<file path="src/rtl/bus_arb_pkg.sv">
// bus_arb_pkg: shared types and defaults for the system-bus arbiter and for
// other blocks that reuse its round-robin picker.
package bus_arb_pkg;

    // Arbiter FSM states, in handshake order.
    typedef enum logic [2:0] {
        CPU_OWN    = 3'd0,
        REQ_CPU    = 3'd1,
        GRANT      = 3'd2,
        TURNAROUND = 3'd3,
        RELEASE    = 3'd4
    } arb_state_t;

    // Default parameter values.
    localparam int DEF_NUM_REQ    = 4;
    localparam int DEF_MAX_HOLD   = 32;
    localparam int DEF_CPU_WINDOW = 4;

    // Next round-robin start position after index idx, wrapping at n.
    function automatic int rr_next(input int idx, input int n);
        return (idx + 1 >= n) ? 0 : idx + 1;
    endfunction

endpackage

</file>
<file path="src/rtl/bus_arbiter_rr_pick.sv">
// rr_pick: combinational round-robin picker. Scans req starting at ptr and
// wrapping around; the first set bit wins. Winner is returned both as a
// one-hot vector and as an index. With no request set both outputs are zero.
module rr_pick #(
    parameter int N = 4
) (
    input  logic [N-1:0]         req,
    input  logic [$clog2(N)-1:0] ptr,
    output logic [N-1:0]         winner,
    output logic [$clog2(N)-1:0] idx
);

    localparam int IW = $clog2(N);

    logic          found;
    logic [IW-1:0] cand;

    // Walk the request vector from ptr, take the first active requester.
    always_comb begin
        found  = 1'b0;
        cand   = '0;
        idx    = '0;
        winner = '0;
        for (int k = 0; k < N; k++) begin
            cand = IW'((int'(ptr) + k) % N);
            if (!found && req[cand]) begin
                found = 1'b1;
                idx   = cand;
            end
        end
        for (int j = 0; j < N; j++) begin
            winner[j] = found && (idx == IW'(j));
        end
    end

endmodule

</file>
<file path="src/rtl/bus_arbiter.sv">
// bus_arbiter: shares the CPU-owned system bus with up to NUM_REQ auxiliary
// masters. The bus is borrowed from the CPU through busrq_n/busack_n, given to
// one master at a time in round-robin order, taken back after at most MAX_HOLD
// cycles, and returned to the CPU for at least CPU_WINDOW cycles between grants.
// All outputs are decoded from the registered state, so they follow the state
// register by one edge and have no combinational path from any input.
module bus_arbiter
    import bus_arb_pkg::*;
#(
    parameter int NUM_REQ    = DEF_NUM_REQ,
    parameter int MAX_HOLD   = DEF_MAX_HOLD,
    parameter int CPU_WINDOW = DEF_CPU_WINDOW
) (
    input  logic                       clk,
    input  logic                       reset,
    input  logic [NUM_REQ-1:0]         req,
    input  logic                       busack_n,
    output logic                       busrq_n,
    output logic [NUM_REQ-1:0]         grant,
    output logic [$clog2(NUM_REQ)-1:0] owner,
    output logic [NUM_REQ-1:0]         revoked,
    output logic                       busy
);

    localparam int IW = $clog2(NUM_REQ);
    localparam int HW = $clog2(MAX_HOLD + 1);
    localparam int WW = $clog2(CPU_WINDOW + 1);

    typedef logic [NUM_REQ-1:0] grant_vec_t;

    // FSM and bookkeeping
    arb_state_t    state_q,   state_d;
    grant_vec_t    win_vec_q, win_vec_d;
    logic [IW-1:0] win_idx_q, win_idx_d;
    logic [IW-1:0] ptr_q,     ptr_d;
    grant_vec_t    mask_q,    mask_d;
    logic [HW-1:0] hold_q,    hold_d;
    logic [WW-1:0] wcnt_q,    wcnt_d;
    logic          tmo_q,     tmo_d;

    // Registered outputs
    logic          busrq_n_q, busrq_n_d;
    grant_vec_t    grant_q,   grant_d;
    logic [IW-1:0] owner_q,   owner_d;
    grant_vec_t    revoked_q, revoked_d;
    logic          busy_q,    busy_d;

    // Arbitration helpers
    grant_vec_t    eligible;
    grant_vec_t    pick_vec;
    logic [IW-1:0] pick_idx;
    logic          any_elig;
    logic          win_sat;
    logic          hold_last;
    logic          win_req;

    assign eligible  = req & ~mask_q;
    assign any_elig  = |eligible;
    assign win_sat   = (wcnt_q == WW'(CPU_WINDOW));
    assign hold_last = (hold_q == HW'(MAX_HOLD - 1));
    assign win_req   = |(req & win_vec_q);

    rr_pick #(
        .N (NUM_REQ)
    ) u_rr_pick (
        .req    (eligible),
        .ptr    (ptr_q),
        .winner (pick_vec),
        .idx    (pick_idx)
    );

    // Next-state, counter, mask and output decode.
    always_comb begin
        state_d   = state_q;
        win_vec_d = win_vec_q;
        win_idx_d = win_idx_q;
        ptr_d     = ptr_q;
        hold_d    = hold_q;
        wcnt_d    = wcnt_q;
        tmo_d     = tmo_q;
        // A master that lets go of req is forgiven for an earlier timeout.
        mask_d    = mask_q & req;

        case (state_q)
            CPU_OWN: begin
                if (!win_sat) begin
                    wcnt_d = wcnt_q + 1'b1;
                end
                if (win_sat && any_elig) begin
                    state_d = REQ_CPU;
                end
            end
            REQ_CPU: begin
                if (!busack_n && any_elig) begin
                    state_d   = GRANT;
                    win_vec_d = pick_vec;
                    win_idx_d = pick_idx;
                    ptr_d     = IW'(rr_next(int'(pick_idx), NUM_REQ));
                    hold_d    = '0;
                    tmo_d     = 1'b0;
                end else if (!any_elig) begin
                    // Everyone gave up before the CPU answered; hand back.
                    state_d = RELEASE;
                end
            end
            GRANT: begin
                if (hold_q != HW'(MAX_HOLD)) begin
                    hold_d = hold_q + 1'b1;
                end
                if (!win_req) begin
                    state_d = TURNAROUND;
                end else if (hold_last) begin
                    state_d = TURNAROUND;
                    tmo_d   = 1'b1;
                    mask_d  = (mask_q & req) | win_vec_q;
                end
            end
            TURNAROUND: begin
                state_d = RELEASE;
            end
            RELEASE: begin
                if (busack_n) begin
                    state_d = CPU_OWN;
                    wcnt_d  = '0;
                end
            end
            default: begin
                state_d = CPU_OWN;
            end
        endcase

        busrq_n_d = !(state_q inside {REQ_CPU, GRANT, TURNAROUND});
        grant_d   = (state_q == GRANT) ? win_vec_q : '0;
        owner_d   = (state_q == GRANT) ? win_idx_q : owner_q;
        revoked_d = (state_q == TURNAROUND && tmo_q) ? win_vec_q : '0;
        busy_d    = (state_q != CPU_OWN);
    end

    // Single state/output register; reset drops any grant immediately.
    always_ff @(posedge clk) begin
        if (reset) begin
            state_q   <= CPU_OWN;
            win_vec_q <= '0;
            win_idx_q <= '0;
            ptr_q     <= '0;
            mask_q    <= '0;
            hold_q    <= '0;
            wcnt_q    <= WW'(CPU_WINDOW);
            tmo_q     <= 1'b0;
            busrq_n_q <= 1'b1;
            grant_q   <= '0;
            owner_q   <= '0;
            revoked_q <= '0;
            busy_q    <= 1'b0;
        end else begin
            state_q   <= state_d;
            win_vec_q <= win_vec_d;
            win_idx_q <= win_idx_d;
            ptr_q     <= ptr_d;
            mask_q    <= mask_d;
            hold_q    <= hold_d;
            wcnt_q    <= wcnt_d;
            tmo_q     <= tmo_d;
            busrq_n_q <= busrq_n_d;
            grant_q   <= grant_d;
            owner_q   <= owner_d;
            revoked_q <= revoked_d;
            busy_q    <= busy_d;
        end
    end

    assign busrq_n = busrq_n_q;
    assign grant   = grant_q;
    assign owner   = owner_q;
    assign revoked = revoked_q;
    assign busy    = busy_q;

endmodule

</file>
<file path="config.mk">
export PLATFORM = sky130hd
export DESIGN_NAME = bus_arbiter
export DESIGN_NICKNAME = d
export VERILOG_FILES = /design/src/rtl/bus_arb_pkg.sv /design/src/rtl/bus_arbiter_rr_pick.sv /design/src/rtl/bus_arbiter.sv
export SDC_FILE = /design/constraint.sdc
export NUM_CORES = 1
export LEC_CHECK = 0
export CAP_MARGIN = 20
export CORE_UTILIZATION = 55
export CTS_CLUSTER_DIAMETER = 60
export DETAILED_ROUTE_END_ITERATION = 6
export DONT_BUFFER_PORTS = 1
export GPL_TIMING_DRIVEN = 0
export PLACE_DENSITY_LB_ADDON = 0.15
export SYNTH_ARGS = -nofsm -noshare
export SYNTH_HDL_FRONTEND = slang
export SYNTH_SLANG_ARGS = --single-unit
</file>
<file path="constraint.sdc">
create_clock -name clk -period 3 [get_ports clk]
set_input_delay 0.3 -clock clk [delete_from_list [all_inputs] [get_ports clk]]
set_output_delay 0.3 -clock clk [all_outputs]
set_load 0.03 [all_outputs]
</file>
==> run summary <==
The flow ran to the end, and the final reports show no timing, DRC or antenna violations. In this run, synthesis produced a sequential element count of 37. At the pin with the least slew margin, the transition time is 0.7906 ns. Input and output buffers added on the ports amount to 0. After detailed routing, the average wire length per cell comes to 14.50 µm. The worst setup path is launched from a register. The clock-pin slew reported for the worst setup and hold paths after clock tree synthesis came out at 0.12 ns. The netlist area before placement came out at 1749 µm². The min-delay analysis places its worst path in the category in -> reg. The number of distinct standard cells referenced by the synthesized netlist is between 40 and 50.

Once layout is done, the placed cells without fillers occupy 1864 µm². The final setup TNS came out at 0 ns. The final antenna-violating net count came out at 0. In this run the cell area measured after placement is 1804 µm². Of the total power, the share spent switching nets is 0.3738.

The floorplan has 20 rows. The post-synthesis net count came out at 219. Compared with the post-synthesis result, the final layout area differs by 6.581%.

Of the cells placed in the final design, the portion with a size suffix greater than 1 is 0.08962. The power density over the cells came out at 642.2 nW/µm². The post-detailed-placement half-perimeter wirelength is roughly 2.7 mm. Once the clock tree was built, the setup fixing pass inserted 0 buffers. The initial antenna violation count came to 0. The global-route wire length before repair is ~6.4 mm. The global placement routability congestion is 0.8495. The max capacitance violation total is 0. The critical path is of the reg -> reg type. The total power is 1.197 mW. The biggest cell delay along the critical path is 0.74 ns. The share of total power dissipated in combinational logic is 0.286. The fmax came out at 502.2 MHz. The clock tree buffer depth is 2. The average footprint of a synthesized cell came out at roughly 8.6 µm². The quantity of gates resized following cts is 0. The total wire length after detailed routing is 3.713 mm.

The residual DRC count came out at 0. The endpoint required time on the critical path is 3.25 ns. After clock tree synthesis, the flow added hold-fix buffers numbering 0. For this configuration, the core starts out at a cell density of 0.5777. The fraction of the cycle the final worst path needs came out at 0.6637. Sorting the synthesized cells by area gives the leading types as dfxtp_1 (42%), ha_1 (5.7%), nand2_1 (5.2%).

The final setup violation count came out at 0. The deepest level of the CTS H-tree came out at 2. Data on the critical path arrives at its endpoint at 2.24 ns.

The total of fill cells in the finished design came out at 279. The pin count of the biggest net entering global routing came out at 14. The number of synthesized flops with an enable pin is 0.

The most used flip-flop cell after synthesis is dfxtp_1. The share of the Yosys chip area taken by registers is 0.4235. The number of global-route vias before repair is 1,428. The number of CTS-inserted buffers is 5. The hold slack is 0.1072 ns. The worst-case IR drop observed on VDD is between 300 and 400 µV. The leakage component of the power came out at ~0.65 nW. In this run the horizontal extent of the chip is 58.40 µm.

Setup repair after global routing left no endpoint under its margin. The final hold violation count was 0. The worst slew margin relative to its limit came out at 0.4593. Counting every sink on the clock net gives 37. The remaining global-route overflow is 0. The sequential share of power came out at 0.486.

The tree is rooted in a clkbuf_4. The gate count of the mapped netlist is 204. The library cell with the largest summed area after synthesis is dfxtp_1. The total number of vias came out at 1,493. The number of warnings issued by yosys is 0. The minimum clock period after layout is 1.991 ns.

The number of nets in the final layout came out at about 230. Walking the worst path, the cells encountered are inv_1, ha_1, a2111oi_0, nand2_1, xnor2_1, a21o_1. The die height is 58.40 µm.

The clock insertion delay at the later pin of the skew report is 0.35 ns. On the critical path, the stage with the largest delay is an instance of a2111oi_0. The via count normalized by instance count came out at approximately 5.8. The worst clock skew is 0.009762 ns.

The area of the die came out at 3410 µm². The portion of synthesized cell area occupied by the leading cell type came out at 0.4235. The overall fraction of global-route tracks in use is 0.2495. The async set-or-reset flop fraction in the synthesized netlist is 0. The power spent charging and discharging nets came out at 0.4475 mW. In this run the standard cell core region covers around 3000 µm². The final number of max-transition violations came out at 0. Of the total power, the clock network draws 0.227. The CTS tree is done. The first detailed-routing pass ran for 6 iterations.

STA classifies the critical path endpoint as a register. The design internal power is 0.7496 mW. Pin placement for this block handled 19 I/O pins. The detailed router finished its first iteration with 113 violations. The number of inserted diodes is 0.

The maximum fanout count along the critical path came out at 3.
-- worst max-delay path, delay by kind of cell (launching register included) --
family	cells	cell delay, ns
compound gates	2	0.91
flops	1	0.38
buf+inv	1	0.07
simple gates	1	0.17
xor+xnor	1	0.16
fa+ha+maj	1	0.21
-- synth_stat cells, drive strengths merged, types with 2 or more instances --
cell type	n
dfxtp	37
nand2	24
a21oi	15
inv	14
nor3	11
nand3	10
ha	8
o21ai	8
clkbuf	7
nor2	7
nor2b	6
nand2b	5
o22ai	5
and2	4
buf	4
o211ai	4
nand4	3
or3	3
xnor2	3
a211oi	2
a22o	2
o221ai	2
o31ai	2
-- cell families after synthesis --
logic type | count (synthesis) | synth area share
multiplexers | 1 | 0.006437
XOR/XNOR | 4 | 0.02003
buffers and inverters | 25 | 0.06008
adder cells (fa/ha/maj) | 8 | 0.05723
AO/OA/AOI/OAI | 50 | 0.2024
flip-flops | 37 | 0.4235
AND/OR/NAND/NOR | 79 | 0.2303
-- layer usage --
metal,vias up,part of all wire,GRT usage
li1,740,-,-
met1,698,0.45,0.3320
met2,50,0.48,0.3842
met3,5,0.050,0.06593
met4,0,0.012,0.1054
met5,-,0,0
-- stage by stage --
stage          instances  setup WS, ns  utilization
2_1_floorplan        204         1.292            -
6_report             256         1.009       0.6157
5_1_grt              256        0.9402       0.6157
3_5_place_dp         248         1.133       0.5959
4_1_cts              256         1.101       0.6157
3_3_place_gp         248         1.191       0.5959
-- cell usage in the layout (no fill, tap or decap), drive strengths merged, types with 2 or more instances in the layout --
| cell | instances |
|---|---|
| a211oi | 2 |
| a21oi | 15 |
| a22o | 2 |
| and2 | 4 |
| buf | 4 |
| clkbuf | 12 |
| clkinv | 3 |
| dfxtp | 37 |
| ha | 8 |
| inv | 14 |
| nand2 | 24 |
| nand2b | 5 |
| nand3 | 10 |
| nand4 | 3 |
| nor2 | 7 |
| nor2b | 6 |
| nor3 | 11 |
| o211ai | 4 |
| o21ai | 8 |
| o221ai | 2 |
| o22ai | 5 |
| o31ai | 2 |
| or3 | 3 |
| xnor2 | 3 |
-- worst paths after layout --
| path | slack [ns] | end | cells after the start | from |
|---|---|---|---|---|
| max reg2reg | 1.01 | wcnt_q[2] | 6 | wcnt_q[0] |
| max | 1.01 | wcnt_q[2] | 6 | wcnt_q[0] |
| min reg2reg | 0.47 | owner[1] | 2 | win_idx_q[1] |
| min | 0.11 | mask_q[0] | 2 | req[0] |
-- registers in the layout, indices dropped and copies added (netlist names) --
name / count
busrq_n: 1
revoked: 4
ptr_q: 2
tmo_q: 1
state_q: 3
wcnt_q: 3
grant: 4
win_vec_q: 4
win_idx_q: 2
mask_q: 4
busy: 1
hold_q: 6
owner: 2
-- cell type report --
class	instances	area, µm²	share of cell area
multi-input combinational	142	903.4	0.4846
sequential	37	740.7	0.3973
tap	44	55.05	0.02953
buffer	11	52.55	0.02819
inverter	14	52.55	0.02819
clock buffer	5	37.54	0.02013
clock inverter	3	22.52	0.01208
-- power groups by stage --
stage                     registers [mW]  clock network (mW)  logic [mW]
after global routing               0.588               0.307       0.384
after detailed placement           0.593                   0       0.337
after global placement             0.592                   0       0.325
after CTS                          0.582               0.278       0.339
after floorplan                    0.586                   0       0.267
final                              0.582               0.272       0.343
No activity file was read; power rests on OpenSTA's default activity.
